`config.mk`:
```
export PLATFORM = sky130hd
export DESIGN_NAME = cpu_prog_mem_responder
export DESIGN_NICKNAME = d
export VERILOG_FILES = /design/src/rtl/cpu_prog_mem_responder.sv
export SDC_FILE = /design/constraint.sdc
export NUM_CORES = 1
export LEC_CHECK = 0
export ABC_CLOCK_PERIOD_IN_PS = 3500
export CAP_MARGIN = 20
export CELL_PAD_IN_SITES_DETAIL_PLACEMENT = 1
export CELL_PAD_IN_SITES_GLOBAL_PLACEMENT = 1
export CORE_UTILIZATION = 55
export DETAILED_ROUTE_END_ITERATION = 8
export GPL_ROUTABILITY_DRIVEN = 0
export PLACE_DENSITY_LB_ADDON = 0.12
export REMOVE_ABC_BUFFERS = 1
export SLEW_MARGIN = 20
export SYNTH_ARGS = -nofsm -noshare
export SYNTH_HDL_FRONTEND = slang
export SYNTH_SLANG_ARGS = --single-unit
```
`constraint.sdc`:
```
create_clock -name clk -period 3.5 [get_ports clk]
set_clock_uncertainty 0.05 [all_clocks]
set_input_delay 1.05 -clock clk [delete_from_list [all_inputs] [get_ports clk]]
set_output_delay 1.05 -clock clk [all_outputs]
set_load 0.03 [all_outputs]
```
`src/rtl/cpu_prog_mem_responder.sv`:
```
// cpu_prog_mem_responder: byte-array responder for the CPU bus, filled through a 3-wire serial loader
module cpu_prog_mem_responder #(
  parameter int ADDR_W = 10,
  parameter int DEPTH = 64,
  parameter logic [7:0] FILL = 8'h00,
  localparam int AW = $clog2(DEPTH),
  localparam int CW = AW + 1
) (
  input  logic              clk,
  input  logic              rst_n,
  input  logic [ADDR_W-1:0] addr_bus,
  output logic [7:0]        data_bus,
  input  logic              ld_cs_n,
  input  logic              ld_sclk,
  input  logic              ld_sdi,
  output logic              cpu_hold,
  output logic [CW-1:0]     ld_count
);
  typedef enum logic [1:0] {IDLE, SHIFT, WRITE} state_t;
  state_t state, state_nxt;
  logic [1:0] cs_sync, sdi_sync;
  logic [2:0] sclk_sync;
  logic cs_q, cs_s, sdi_s, cs_rise, cs_fall, sclk_rise, hit;
  logic released, released_nxt;
  logic [AW-1:0] ptr, ptr_nxt;
  logic [2:0] bit_cnt, bit_cnt_nxt;
  logic [7:0] shift, shift_nxt;
  logic [CW-1:0] ld_count_nxt, ld_count_inc;
  logic [7:0] mem [DEPTH];
  assign cs_s = cs_sync[1];
  assign sdi_s = sdi_sync[1];
  assign cs_rise = cs_s & ~cs_q;
  assign cs_fall = ~cs_s & cs_q;
  assign sclk_rise = sclk_sync[1] & ~sclk_sync[2];
  assign ld_count_inc = (ld_count == CW'(DEPTH)) ? ld_count : ld_count + 1'b1;
  // Upper address bits must be clear: out-of-range reads return FILL, never an alias
  assign hit = (addr_bus >> AW) == '0;
  always_ff @(posedge clk or negedge rst_n) begin
    if (!rst_n) begin
      cs_sync <= 2'b11;
      cs_q <= 1'b1;
      sclk_sync <= '0;
      sdi_sync <= '0;
      state <= IDLE;
      released <= 1'b0;
      ptr <= '0;
      bit_cnt <= '0;
      shift <= '0;
      ld_count <= '0;
      cpu_hold <= 1'b1;
      data_bus <= 8'h00;
    end else begin
      cs_sync <= {cs_sync[0], ld_cs_n};
      cs_q <= cs_s;
      sclk_sync <= {sclk_sync[1:0], ld_sclk};
      sdi_sync <= {sdi_sync[0], ld_sdi};
      state <= state_nxt;
      released <= released_nxt;
      ptr <= ptr_nxt;
      bit_cnt <= bit_cnt_nxt;
      shift <= shift_nxt;
      ld_count <= ld_count_nxt;
      cpu_hold <= (state == IDLE) ? ~released : 1'b1;
      data_bus <= hit ? mem[addr_bus[AW-1:0]] : FILL;
    end
  end
  always_ff @(posedge clk) begin
    if (state == WRITE) mem[ptr] <= shift;
  end
  always_comb begin
    state_nxt = state;
    released_nxt = released;
    ptr_nxt = ptr;
    bit_cnt_nxt = bit_cnt;
    shift_nxt = shift;
    ld_count_nxt = ld_count;
    case (state)
      IDLE: if (cs_fall) begin
        state_nxt = SHIFT;
        ptr_nxt = '0;
        bit_cnt_nxt = '0;
        ld_count_nxt = '0;
      end
      SHIFT: if (cs_rise) begin
        state_nxt = IDLE;
        released_nxt = released | (ld_count != '0);
      end else if (sclk_rise) begin
        shift_nxt = {shift[6:0], sdi_s};
        bit_cnt_nxt = bit_cnt + 3'd1;
        state_nxt = (bit_cnt == 3'd7) ? WRITE : SHIFT;
      end
      WRITE: begin
        ptr_nxt = ptr + 1'b1;
        ld_count_nxt = ld_count_inc;
        bit_cnt_nxt = '0;
        state_nxt = cs_rise ? IDLE : SHIFT;
        released_nxt = released | cs_rise;
      end
      default: state_nxt = IDLE;
    endcase
  end
endmodule

```
======== Word-level counts from Yosys, hierarchy flattened ========
Memory sizes are Yosys's and may differ from the RTL's.
Cells that the tools add are included.
word-level totals
  bits in registers ....................... 44
  memory bits (writable) .................. 512
  memories kept ........................... 1
  bits of input ports ..................... 15
  output and inout bits ................... 16
memories
  memory  depth  bits a word  rd ports  clocked after memory_dff  write ports  RTL line  text
  mem     64     8            1         0                         1            29        logic [7:0] mem [DEPTH];
cells by class
  equal/unequal tests ..................... 10
  multiplexer cells ....................... 21
  add/subtract/negate cells ............... 3
  reductions and logical operators ........ 12
  bitwise gates (word level) .............. 10
operators with widths
  kind                                                           number
  7-bit two-way mux                                              2
  7-bit case mux with 2 select lines                             1
  6-bit case mux with 2 select lines                             1
  10-bit logical NOT                                             1
  2-bit != test, second input constant                           5
  3-bit two-way mux                                              3
  3-bit case mux with 3 select lines                             1
  2-bit two-way mux                                              4
  8-bit two-way mux                                              1
  7-bit by 1-bit adder with 7-bit output, second input constant  1
  7-bit equality test, second input constant                     1
  7-bit nonzero test                                             1
  6-bit by 1-bit adder with 6-bit output, second input constant  1
  6-bit two-way mux                                              1
  2-bit case mux with 3 select lines                             1
  2-bit AND reduction                                            3
  3-bit AND reduction                                            2
  1-bit two-way mux                                              5
  1-bit NOT                                                      5
  4-bit AND reduction                                            1
  2-bit nonzero test                                             2
  3-bit by 1-bit adder with 3-bit output, second input constant  1
  1-bit bitwise AND                                              3
  3-bit equality test, second input constant                     1
  other kinds (7)                                                8

======== Logic depth before layout (Yosys ltp) ========
Gate-level depths: netlist of run 1.
  depth after elaboration ................. 5
  depth in mapped cells ................... 9
  depth with buffers taken out ............ 6

======== Worst setup path before layout of run 1 ========
No wires, ideal clock.
  kind .................................... input port to flip-flop
  from .................................... in addr_bus[1]
  to ...................................... reg data_bus[4]
  setup slack ............................. 0.824 ns
  library setup time ...................... 0.130 ns
  cell stages on the path ................. 6
  arrival time ............................ 2.496 ns
  path through ............................ buf_6 buf_12 mux4_1 mux4_2 a21oi_2 a22oi_1
between the ends
  word-level cells in the longest chain between the ends .. 2
ends and longest elaborated chain
  item                    RTL line  text
  from (decl)             11        input logic [ADDR_W-1:0] addr_bus,
  memory read 64 x 8 bit  -
  8-bit two-way mux       64        data_bus <= hit ? mem[addr_bus[AW-1:0]] : FILL;
  to (signal assigned)    64
  to (decl)               12        output logic [7:0] data_bus,
Every way passes these cells.
A chain may end at the register's enable or synchronous reset.

======== Worst setup path after layout of run 1 ========
  from .................................... reg cpu_hold
  to ...................................... out cpu_hold
RTL lines
  item                    RTL line  text
  from (decl)             16        output logic cpu_hold,
  from (signal assigned)  63        cpu_hold <= (state == IDLE) ? ~released : 1'b1;
No word-level cell between the ends.

==> results.py, run 1 <==
metrics = {
    "outcome": {
        "outcome": "completed",
    },
    "routing": {
        "drt-wirelength-per-cell_um": 30.6,
        "drt_first_pass_iters": 5,
        "vias_per_cell": 6.27,
        "finalWirelength_um": 54000,
        "drtIter0Drc": 1053,
        "detail-route-antenna-nets": 0,
        "via_count": 11100,
        "route.detailed.drc": 0,
    },
    "clock_network": {
        "cts_tree": "yes",
        "cts_root_buf": "clkbuf_16",
        "cts.repair.resized": 0,
        "htreeDepth": 2,
        "cts_sinks": 556,
        "post_cts_hold_buffers": 0,
        "postCtsSetupBuffers": 0,
        "cts_inserted_buffers": 55,
        "cts.reportedPaths.clkPinSlew_ns": 0.06,
        "clk_latency_ns": 0.59,
        "cts-root-to-sink-buffers": 3,
    },
    "grt": {
        "grt_pass1_wl_um": 79300,
        "grt_util_met2_pct": 45.4,
        "met3_usage_pct": 5.34,
        "pin_count_of_the_biggest_net_entering_global_routing": 67,
        "grt_antenna_before_repair": 1,
        "grt_pass1_vias": 11900,
        "met1_usage_pct": 37.9,
        "overflow": 0,
        "grt_max_usage_layer": "met2",
        "groute.usage.overall_pct": 27.7,
    },
    "timing": {
        "slew_headroom_pct": 36.4,
        "finalHoldViolations": 0,
        "fmax_mhz": 349,
        "layout_min_cycle_time_ns": 2.86,
        "post-route-worst-setup-slack_ns": 0.637,
        "worst_slew_pin_slew_ns": 0.950,
        "timing.setup.tns_ns": 0,
        "maxSlewViolCount": 0,
        "setup-violations-final": 0,
        "unrepaired_setup_endpoints_after_global_routing": "no",
        "timing.final.crit_share_pct": 81.8,
    },
    "flow_run": {
        "max_cap_viol_count": 0,
    },
    "setup_path": {
        "required_ns": 2.40,
        "path_delay_family": "buffers and inverters",
        "critPathMaxStageDelay_ns": 0.66,
        "crit_path_top_delay_cell": "clkdlybuf4s50_1",
        "worstPathMaxFanout": 1,
        "timing.critical_path.cells": "clkdlybuf4s50_1",
        "crit_path_launch": "cpu_hold$_DFF_PN1_",
        "crit_arrival_ns": 1.76,
        "worst-path-buf-inv": 1,
        "end_kind": "output pin",
        "critPathLaunchType": "register",
        "timing_worst_setup_path_type": "reg -> out",
        "crit_cells": 1,
        "r2r-start": "state[0]$_DFFE_PN0P_",
        "rr_worst_depth": 5,
    },
    "synthesis": {
        "synthesis.yosys.warnings": 0,
        "ys_dominant_reg_cell": "edfxtp_1",
        "edff_count_synth": 512,
        "syn_avg_cell_area_sq_um": 20.6,
        "synth_common_cells": "edfxtp_1, mux4_2, nor2_1, dfrtp_1, mux2i_1",
        "ys_seq_elements": 556,
        "synth.distinct_cells": 51,
        "syn-instance-count": 1057,
        "synth_most_common_cell": "edfxtp_1",
        "synth_largest_area_cell": "edfxtp_1",
        "synth_top_cells_by_area": "edfxtp_1, mux4_2, dfrtp_1, mux4_1, mux2i_1",
        "synth_sequential_area_ratio_pct": 75.7,
        "postSynth.asyncResetShare_pct": 7.91,
        "post_synth_instance_area_sq_um": 21800,
        "synth_largest_type_area_fraction_pct": 70.6,
    },
    "placement": {
        "placement.setup.worst_slack_ns": 0.247,
        "place.detailed.instances": 1663,
        "io_buffers": 30,
        "detailed_place.area_sq_um": 23300,
        "dp_hpwl_um": 34400,
    },
    "power": {
        "max-vdd-ir-drop_uv": 705,
        "power-per-cell-area_nw_per_um2": 584,
        "power.total_mw": 14.6,
        "power.static_leakage_nw": 8.34,
    },
    "hold_path": {
        "min_path_type": "reg -> reg",
        "whs_path_depth": 0,
        "worst_hold_startpoint": "sdi_sync[0]$_DFF_PN0_",
    },
    "die": {
        "start_util_pct": 56.1,
        "pin_count": 31,
        "die-height_um": 201,
        "rows": 72,
        "die_area_sq_um": 40400,
        "core_area_sq_um": 38800,
        "fp.dieW_um": 201,
    },
    "cells_and_area": {
        "finalNonFillerCells": 1763,
        "fillerInstances": 3200,
        "final_instance_area_sq_um": 25000,
        "final_nets": 1222,
        "antennaDiodeCount": 0,
        "area.growth.synth_to_final_pct": 14.9,
        "drive_gt1_share_pct": 26.7,
    },
}
[layout by cell type, fill, tap and decap left out, drive strengths merged, types with 2 or more instances in the layout]
cell type	instances
a22oi	8
nand2b	9
dfstp	4
o2111ai	3
o21ai	15
edfxtp	512
a31oi	3
o211ai	7
a21oi	13
a21o	3
nor2	85
nand3	9
clkbuf	81
ha	5
a22o	4
xor2	6
buf	116
nor2b	8
nor3	14
mux2i	36
or3	2
dfrtp	40
mux4	133
nand4	2
and3	2
nand2	32
bufinv	2
mux2	13
o22ai	6
o31ai	5
and2	3
clkdlybuf4s50	26
clkinv	16
nor4	4
inv	5
nand4b	2
[per-stage QoR]
stage | hold slack, ns | util, %
final | 0.301 | 64.5
after global routing | 0.304 | 64.5
after CTS | 0.306 | 64.4
after detailed placement | 0.286 | 60.1
after global placement | 0.283 | 60.1
after floorplan | 0.281 | -
[flip-flops by register name, indices dropped and copies added, names as in the netlist]
name and flops:
mem 512, bit_cnt 3, sclk_sync 3, ld_count 7
data_bus 8, ptr 6, cpu_hold 1, state 2
shift 8, sdi_sync 2, cs_q 1, released 1
cs_sync 2
[metal layers]
metal / part of all wire (%) / up-vias
met5: 0.022 / -
met4: 2.8 / 2
met3: 7.9 / 86
met2: 49 / 488
met1: 40 / 5848
li1: - / 4627
[logic make-up (layout without fill, tap and decap cells)]
| logic type | after synthesis | count (layout) | share of synthesized area [%] |
|---|---|---|---|
| buffers and inverters | 59 | 247 | 1.63 |
| adder cells (fa/ha/maj) | 5 | 5 | 0.287 |
| XOR/XNOR | 6 | 6 | 0.241 |
| AND/OR/NAND/NOR | 176 | 176 | 3.62 |
| AO/OA/AOI/OAI | 73 | 73 | 2.22 |
| multiplexers | 182 | 182 | 16.3 |
| flip-flops | 556 | 556 | 75.7 |
[power breakdown]
| part | switching [mW] | internal, mW |
|---|---|---|
| Sequential | 0.650 | 7.86 |
| Clock | 2.38 | 3.20 |
| Combinational | 0.270 | 0.253 |
| Total | 3.30 | 11.3 |
[worst paths after layout]
kind	endpoint	slack [ns]
max	cpu_hold	0.64
min	sdi_sync[1]$_DFF_PN0_	0.30
max reg2reg	mem[22][0]$_DFFE_PP_	0.70
min reg2reg	sdi_sync[1]$_DFF_PN0_	0.30
max in group asynchronous	data_bus[7]$_DFF_PN0_	2.18
min in group asynchronous	shift[2]$_DFFE_PN0P_	0.49
[layout make-up]
| class | count | area, sq um | area share, % |
|---|---|---|---|
| tap | 518 | 648 | 2.59 |
| multi-input combinational | 442 | 4950 | 19.8 |
| sequential | 556 | 16500 | 65.9 |
| timing repair buffer | 142 | 1220 | 4.89 |
| inverter | 5 | 18.8 | 0.0750 |
| clock buffer | 81 | 1560 | 6.22 |
| clock inverter | 19 | 134 | 0.535 |
No activity file was read; power rests on OpenSTA's default activity.
==> run 2: changes to the inputs <==
--- a/config.mk
+++ b/config.mk
@@ -5,7 +5,7 @@
 export SDC_FILE = /design/constraint.sdc
 export NUM_CORES = 1
 export LEC_CHECK = 0
-export ABC_CLOCK_PERIOD_IN_PS = 3500
+export ABC_CLOCK_PERIOD_IN_PS = 2900
 export CAP_MARGIN = 20
 export CELL_PAD_IN_SITES_DETAIL_PLACEMENT = 1
 export CELL_PAD_IN_SITES_GLOBAL_PLACEMENT = 1
==> constraint.sdc (replaced) <==
create_clock -name clk -period 2.9 [get_ports clk]
set_clock_uncertainty 0.05 [all_clocks]
set_input_delay 0.87 -clock clk [delete_from_list [all_inputs] [get_ports clk]]
set_output_delay 0.87 -clock clk [all_outputs]
set_load 0.03 [all_outputs]
==> run 2 against run 1 <==
Against the previous run:
- sequential share of layout area decreased by 1.2 points
- cell count up 2.7%
- clock power rose by 19%
- via count rose by 2.1%
- first-iteration DRC count is 8.3% lower
- highest routed layer unchanged
- wire length increased by 2.1%
- utilization rose by 1.1 points
==> results.py, run 2 (synthesis results as in run 1) <==
metrics = {
    "setup_path": {
        "required_ns": 1.98,
        "timing.critical_path.cells": "clkdlybuf4s50_1",
        "critPathMaxStageDelay_ns": 0.66,
        "worstPathMaxFanout": 1,
        "critPathLaunchType": "register",
        "timing_worst_setup_path_type": "reg -> out",
        "crit_path_top_delay_cell": "clkdlybuf4s50_1",
        "worst-path-buf-inv": 1,
        "end_kind": "output pin",
        "path_delay_family": "buffers and inverters",
        "crit_arrival_ns": 1.77,
    },
    "routing": {
        "detail-route-antenna-nets": 0,
        "route.detailed.drc": 0,
        "finalWirelength_um": 55100,
        "via_count": 11300,
        "drtIter0Drc": 966,
        "drt-wirelength-per-cell_um": 30.4,
        "drt_first_pass_iters": 5,
        "vias_per_cell": 6.23,
    },
    "timing": {
        "timing.final.crit_share_pct": 92.8,
        "unrepaired_setup_endpoints_after_global_routing": "no",
        "slew_headroom_pct": 46.6,
        "fmax_mhz": 372,
        "worst_slew_pin_slew_ns": 0.799,
        "layout_min_cycle_time_ns": 2.69,
        "finalHoldViolations": 0,
        "maxSlewViolCount": 0,
        "setup-violations-final": 0,
        "timing.setup.tns_ns": 0,
        "hold_ws_ns": 0.232,
    },
    "cells_and_area": {
        "biggestRegsByFlops": "mem (512), data_bus (8), shift (8)",
        "drive_gt1_share_pct": 29.5,
        "highest_count_cells_in_the_layout_ignoring_fill_and_taps": "edfxtp_1, buf_4, mux4_2, nor2_1, clkbuf_16",
        "final_instance_area_sq_um": 25500,
        "top_register": "mem",
        "fillerInstances": 3205,
        "layout.cells.most_common": "edfxtp_1",
        "largest_reg_flops": 512,
        "area.growth.synth_to_final_pct": 16.9,
        "final_nets": 1270,
    },
    "grt": {
        "overflow": 0,
        "grt_pass1_wl_um": 80800,
        "grt_antenna_before_repair": 4,
        "groute.usage.overall_pct": 28.3,
        "pin_count_of_the_biggest_net_entering_global_routing": 42,
        "grt_pass1_vias": 12000,
    },
    "flow_run": {
        "max_cap_viol_count": 0,
    },
    "outcome": {
        "outcome": "completed",
    },
    "clock_network": {
        "htreeDepth": 2,
        "cts.repair.resized": 0,
        "cts_tree": "yes",
        "cts_inserted_buffers": 55,
        "post_cts_hold_buffers": 0,
        "cts_root_buf": "clkbuf_16",
        "cts-root-to-sink-buffers": 3,
        "cts_sinks": 556,
        "cts.reportedPaths.clkPinSlew_ns": 0.06,
        "clk_latency_ns": 0.59,
        "postCtsSetupBuffers": 0,
    },
    "die": {
        "fp.dieW_um": 201,
        "rows": 72,
        "pin_count": 31,
        "die_area_sq_um": 40400,
        "start_util_pct": 56.1,
        "core_area_sq_um": 38800,
        "die-height_um": 201,
    },
    "placement": {
        "io_buffers": 30,
        "detailed_place.area_sq_um": 23800,
        "dp_hpwl_um": 35800,
    },
    "power": {
        "power-per-cell-area_nw_per_um2": 694,
        "max-vdd-ir-drop_uv": 537,
        "power.static_leakage_nw": 8.60,
    },
    "hold_path": {
        "min_path_type": "in -> async",
    },
}
-- run 2: cell types whose count changed in the layout (fill, tap and decap cells not counted), sizes merged --
cell	change
clkbuf	-3
diode	+1
buf	+48
bufinv	-1
clkinv	+3
-- run 2: worst paths after layout --
| path | slack (ns) | endpoint | startpoint | depth (start not counted) |
|---|---|---|---|---|
| max | 0.21 | cpu_hold | cpu_hold$_DFF_PN1_ | 1 |
| min | 0.23 | ld_count[4]$_DFFE_PN0P_ | rst_n | 1 |
| max reg2reg | 0.42 | mem[23][4]$_DFFE_PP_ | ptr[0]$_DFFE_PN0P_ | 5 |
| min reg2reg | 0.30 | sclk_sync[1]$_DFF_PN0_ | sclk_sync[0]$_DFF_PN0_ | 0 |
| max in group asynchronous | 1.92 | shift[1]$_DFFE_PN0P_ | rst_n | 2 |
| min in group clk | 0.30 | sclk_sync[1]$_DFF_PN0_ | sclk_sync[0]$_DFF_PN0_ | 0 |
-- run 2: power by group --
part / total (mW) / switching [mW] / internal (mW)
registers: 9.78 / 0.326 / 9.46
clock network: 6.63 / 2.88 / 3.75
logic: 1.25 / 0.821 / 0.425
total: 17.7 / 4.03 / 13.6
-- run 2: stage by stage --
step / util (%) / setup WS [ns] / instances / power, mW
after floorplan: - / 0.416 / 1003 / 10.3
after global placement: 61.3 / -0.0376 / 1711 / 11.1
after detailed placement: 61.3 / -0.105 / 1711 / 11.2
after CTS: 65.6 / 0.178 / 1810 / 17.8
after global routing: 65.6 / 0.160 / 1811 / 18.0
final: 65.6 / 0.210 / 1811 / 17.7
-- run 2: layer usage --
metal	routed length, um	share of wire [%]	track usage (%)
met3	4690	8.5	5.65
met2	27100	49	45.8
met4	1280	2.3	8.51
met1	22000	40	39.4
met5	37	0.067	0
-- run 2: final cells by class --
cell class	count	area (sq um)	area share, %
diodes	1	2.50	0.00983
well taps	518	648	2.55
inverters	5	18.8	0.0737
clock inverters	21	123	0.482
flip-flops and latches	556	16500	64.8
repair buffers	190	1700	6.66
clock buffers	78	1540	6.03
multi-input cells	442	4950	19.4
